## src/rtl/alu_pkg.sv

```systemverilog
// Shared ALU-side types: condition encodings, flag layout, flag-write mask bits.
package alu_pkg;

  typedef enum logic [3:0] {
    COND_EQ = 4'b0000,
    COND_NE = 4'b0001,
    COND_CS = 4'b0010,
    COND_CC = 4'b0011,
    COND_MI = 4'b0100,
    COND_PL = 4'b0101,
    COND_VS = 4'b0110,
    COND_VC = 4'b0111,
    COND_HI = 4'b1000,
    COND_LS = 4'b1001,
    COND_GE = 4'b1010,
    COND_LT = 4'b1011,
    COND_GT = 4'b1100,
    COND_LE = 4'b1101,
    COND_AL = 4'b1110,
    COND_NV = 4'b1111
  } cond_t;

  typedef struct packed {
    logic n;
    logic z;
    logic c;
    logic v;
  } flags_t;

  localparam int unsigned FLAGW_NZ = 1;
  localparam int unsigned FLAGW_CV = 0;

endpackage

```

## src/rtl/condCheck.sv

```systemverilog
// Combinational condition evaluator: 4-bit condition field against NZCV.
module condCheck
  import alu_pkg::*;
(
  input  cond_t  cond,
  input  flags_t flags,
  output logic   condEx
);

  // Decode the condition against the supplied flags; the reserved code never passes.
  always_comb begin
    condEx = 1'b0;
    case (cond)
      COND_EQ: condEx = flags.z;
      COND_NE: condEx = !flags.z;
      COND_CS: condEx = flags.c;
      COND_CC: condEx = !flags.c;
      COND_MI: condEx = flags.n;
      COND_PL: condEx = !flags.n;
      COND_VS: condEx = flags.v;
      COND_VC: condEx = !flags.v;
      COND_HI: condEx = flags.c & !flags.z;
      COND_LS: condEx = !flags.c | flags.z;
      COND_GE: condEx = (flags.n == flags.v);
      COND_LT: condEx = (flags.n != flags.v);
      COND_GT: condEx = !flags.z & (flags.n == flags.v);
      COND_LE: condEx = flags.z | (flags.n != flags.v);
      COND_AL: condEx = 1'b1;
      default: condEx = 1'b0;
    endcase
  end

endmodule

```

## src/rtl/cond_flag_stage.sv

```systemverilog
// Condition/flags stage: holds NZCV, evaluates the condition field against the
// registered flags and registers the gated write-enables for the next stage.
module cond_flag_stage
  import alu_pkg::*;
#(
  parameter int unsigned bits = 32
) (
  input  logic            clk,
  input  logic            reset,
  input  logic            in_valid,
  input  logic [3:0]      cond,
  input  logic [1:0]      flag_w,
  input  logic            pcs,
  input  logic            reg_w,
  input  logic            mem_w,
  input  logic            no_write,
  input  logic [bits-1:0] alu_result,
  input  logic            alu_carry,
  input  logic            alu_overflow,
  input  logic            stall,
  input  logic            flush,
  output logic            out_valid,
  output logic            pcs_o,
  output logic            reg_w_o,
  output logic            mem_w_o,
  output logic            cond_ex_o,
  output logic [3:0]      flags_o
);

  flags_t flagsQ;
  flags_t liveFlags;
  logic   condEx;
  logic   flagUpdate;

  // Flags produced by the current ALU operation.
  always_comb begin
    liveFlags   = '0;
    liveFlags.n = alu_result[bits-1];
    liveFlags.z = (alu_result == '0);
    liveFlags.c = alu_carry;
    liveFlags.v = alu_overflow;
  end

  // Condition is judged on the registered flags only; no live-flag bypass.
  condCheck uCondCheck (
    .cond   (cond_t'(cond)),
    .flags  (flagsQ),
    .condEx (condEx)
  );

  assign flagUpdate = in_valid & condEx & !stall & !flush;

  // Architectural flags register; each mask half loads independently.
  always_ff @(posedge clk) begin
    if (reset) begin
      flagsQ <= '0;
    end else if (flagUpdate) begin
      if (flag_w[FLAGW_NZ]) begin
        flagsQ.n <= liveFlags.n;
        flagsQ.z <= liveFlags.z;
      end
      if (flag_w[FLAGW_CV]) begin
        flagsQ.c <= liveFlags.c;
        flagsQ.v <= liveFlags.v;
      end
    end
  end

  // Output register: flush squashes, stall holds, otherwise load gated enables.
  always_ff @(posedge clk) begin
    if (reset || flush) begin
      out_valid <= 1'b0;
      pcs_o     <= 1'b0;
      reg_w_o   <= 1'b0;
      mem_w_o   <= 1'b0;
      cond_ex_o <= 1'b0;
    end else if (!stall) begin
      out_valid <= in_valid;
      pcs_o     <= pcs & condEx & in_valid;
      reg_w_o   <= reg_w & !no_write & condEx & in_valid;
      mem_w_o   <= mem_w & condEx & in_valid;
      cond_ex_o <= condEx & in_valid;
    end
  end

  assign flags_o = flagsQ;

endmodule

```

## config.mk

```make
export PLATFORM = sky130hd
export DESIGN_NAME = cond_flag_stage
export DESIGN_NICKNAME = d
export VERILOG_FILES = /design/src/rtl/alu_pkg.sv /design/src/rtl/condCheck.sv /design/src/rtl/cond_flag_stage.sv
export SDC_FILE = /design/constraint.sdc
export NUM_CORES = 1
export LEC_CHECK = 0
export CAP_MARGIN = 20
export CORE_MARGIN = 2
export CORE_UTILIZATION = 33
export CTS_CLUSTER_SIZE = 16
export DETAILED_ROUTE_END_ITERATION = 10
export GPL_TIMING_DRIVEN = 1
export PLACE_DENSITY = 0.82
export SLEW_MARGIN = 10
export SYNTH_ARGS = -nofsm -noshare
export SYNTH_HDL_FRONTEND = slang
export SYNTH_SLANG_ARGS = --single-unit
```

## constraint.sdc

```tcl
create_clock -name clk -period 3.4 [get_ports clk]
set_clock_uncertainty 0.05 [all_clocks]
set_input_delay 0.51 -clock clk [delete_from_list [all_inputs] [get_ports clk]]
set_output_delay 0.51 -clock clk [all_outputs]
set_load 0.01 [all_outputs]
```

==> metrics.yaml <==
outcome: "completed"
fin_util_pct: 65.9
cpPeakStageDelay_ns: 0.69
setup_tns_ns: 0
slew_viol_final: 0
synthXorXnorAreaFrac_pct: 5.03
cts_tree: "yes"
post_cts_buffers: 0
core_area_um2: 1940
grt_max_degree: 14
fin_nets: 183
firstDrtPassIters: 4
critPathCaptureType: "flop"
drtAntennaViolNets: 0
worstSetupStartpointType: "input pin"
drive_above_1_share_pct: 7.52
syn_area_um2: 672
dp_hpwl_mm: 1.71
synth_mux_area_share_pct: 7.45
vias: 824
tightest_slew_ns: 0.390
synthTopCellsByCount: "9 x dfxtp_1, 8 x nor4_1, 7 x nand2b_1"
cp.required_ns: 3.53
hold_viol: 0
timing.fmax_mhz: 438
cts_resized: 0
synthSimpleGateAreaFrac_pct: 35.6
synth-seq-area-share_pct: 26.8
crit_fanout: 11
area_growth_pct: 90.5
regArea_um2: 180
path_buf_inv: 1
clock_path_buffers: 2
cp_slowest_cell: "clkdlybuf4s50_1"
yosysWarnings: 0
clkTransAtPathRegs_ns: 0.06
design_power_total_mw: 0.282
wirelength_mm: 1.96
cp_top_family: "buffers and inverters"
die_width_um: 49.1
grt_pass1_vias: 862
vdd_drop_max_mv: 0.131
drv_cap: 0
clk_latency_ns: 0.25
leakage_nw: 0.447
crit_chain: "clkdlybuf4s50_1 -> xor2_1 -> a221o_2 -> o2111ai_2 -> a31oi_4 -> and3b_4 -> mux2i_1"
synth_top_family_by_area: "simple AND/OR/NAND/NOR gates"
yosysTopAreaCell: "dfxtp_1"
synth-main-ff-cell: "dfxtp_1"
synth_top_area_share_pct: 26.8
ys_top_cells_by_area: "dfxtp_1 27%, mux2i_1 7.4%, nor4_1 7.4%"
nFillCells: 174
synth_fp_nets: 124
synth_compound_area_share_pct: 19.6
viasPerCell: 5.15
min_path_type: "reg -> reg"
drt_iter0_drc: 4
final.min_clock_period_ns: 2.28
timing.final.ws_setup_ns: 1.12
htree_num_levels: 1
diodes: 0
initial_core_util_pct: 34.6
synth_edf_count: 0
rsz0062_at_grt: "false"
synth_fa_ha_area_share_pct: 0
finalCritPeriodShare_pct: 67.2
drc: 0
grt.overflow.total: 0
cts_sinks: 9
ctsHoldBuffers: 0
dieArea_um2: 2410
wl_per_cell_um: 12.3
maxSlewHeadroom_pct: 73.9
cts_buffers: 3
io-pin-count: 58
critPathKind: "in -> reg"
synth_most_common_cell: "dfxtp_1"
finalSetupViolCount: 0
async_flop_share_pct: 0
grt_first_pass_wirelength_mm: 3.41
power_density_nw_per_um2: 220
preCtsSetupSlack_ns: 0.825
synth_cell_types: 34
port_buffers: 57
die_h_um: 49.1
synth-seq-cells: 9
multiInputGateArea_um2: 454
rows: 16
critPathArrivalTime_ns: 2.42
place_congestion: 0.707
cts_root_buffer: "clkbuf_4"
netlist_instances: 75
track_usage_pct: 17.9
antenna_found_initial: 0
avgSynthCellArea_um2: 8.96
-- logic make-up after synthesis --
| logic type | after synthesis |
|---|---|
| DFF | 9 |
| AOI/OAI and AO/OA | 14 |
| and+or+nand+nor | 37 |
| xor gates and xnor gates | 3 |
| muxes | 5 |
| buffers and inverters | 7 |
-- cell usage in the layout, fill, tap and decap left out, types with 2 or more instances in the layout --
cell type,instances
nand2_1,3
clkbuf_4,3
mux2i_1,5
dfxtp_1,9
a32oi_1,2
a21oi_1,2
and2_1,2
nor3_1,6
nand2b_1,7
inv_1,4
nor4_1,8
clkdlybuf4s50_1,57
a22oi_1,2
nand3b_1,2
nor2b_1,2
-- worst register-to-register path: cells and delay by family (launching register included) --
| kind | cells | cell delay [ns] |
|---|---|---|
| and+or+nand+nor | 1 | 0.25 |
| DFF | 1 | 0.46 |
| muxes | 1 | 0.18 |
| xor gates and xnor gates | 1 | 0.24 |
| AOI/OAI and AO/OA | 3 | 0.63 |
-- layout make-up --
class                      count  share of cell area (%)
sequential                     9                    14.1
multi-input combinational     59                    35.5
clock buffer                   4                    2.05
timing repair buffer          57                    44.6
tap                           27                    2.64
inverter                       4                    1.17
-- per-layer routing --
layer | share of wire (%) | GRT usage [%] | wire, um | vias to the layer above
met4 | 0 | 5.24 | 0 | 0
met5 | 0 | 0 | 0 | -
met3 | 12 | 6.13 | 239 | 0
met2 | 53 | 34.7 | 1030 | 48
li1 | - | - | - | 404
met1 | 35 | 17.5 | 692 | 372
-- through the flow --
| step | area (um2) | cells | hold WS (ns) |
|---|---|---|---|
| global placement | 1250 | 156 | 0.463 |
| global route | 1280 | 160 | 0.528 |
| floorplan | 672 | 75 | 0.478 |
| CTS | 1280 | 160 | 0.473 |
| detailed placement | 1250 | 156 | 0.462 |
| finish | 1280 | 160 | 0.468 |
-- path summary, 6_finish.rpt --
kind	slack [ns]	from	endpoint	cells after the start
max	1.12	cond[0]	flags_o[1]$_SDFFE_PP0P_	7
min	0.47	cond_ex_o$_SDFFE_PP0N_	cond_ex_o$_SDFFE_PP0N_	2
max reg2reg	1.52	flags_o[3]$_SDFFE_PP0P_	flags_o[1]$_SDFFE_PP0P_	6
min reg2reg	0.47	cond_ex_o$_SDFFE_PP0N_	cond_ex_o$_SDFFE_PP0N_	2
-- registers in the layout (all words and copies together), names as in the netlist --
name	cells
reg_w_o	1
pcs_o	1
out_valid	1
flags_o	4
mem_w_o	1
cond_ex_o	1
-- power by group --
group          total, mW  internal (mW)  switching [mW]  leakage [nW]
registers          0.108          0.107         0.00136        0.0727
clock network     0.0817         0.0452          0.0365        0.0150
logic             0.0922         0.0641          0.0281         0.360
total              0.282          0.216          0.0660         0.447
No activity file was read; power rests on OpenSTA's default activity.
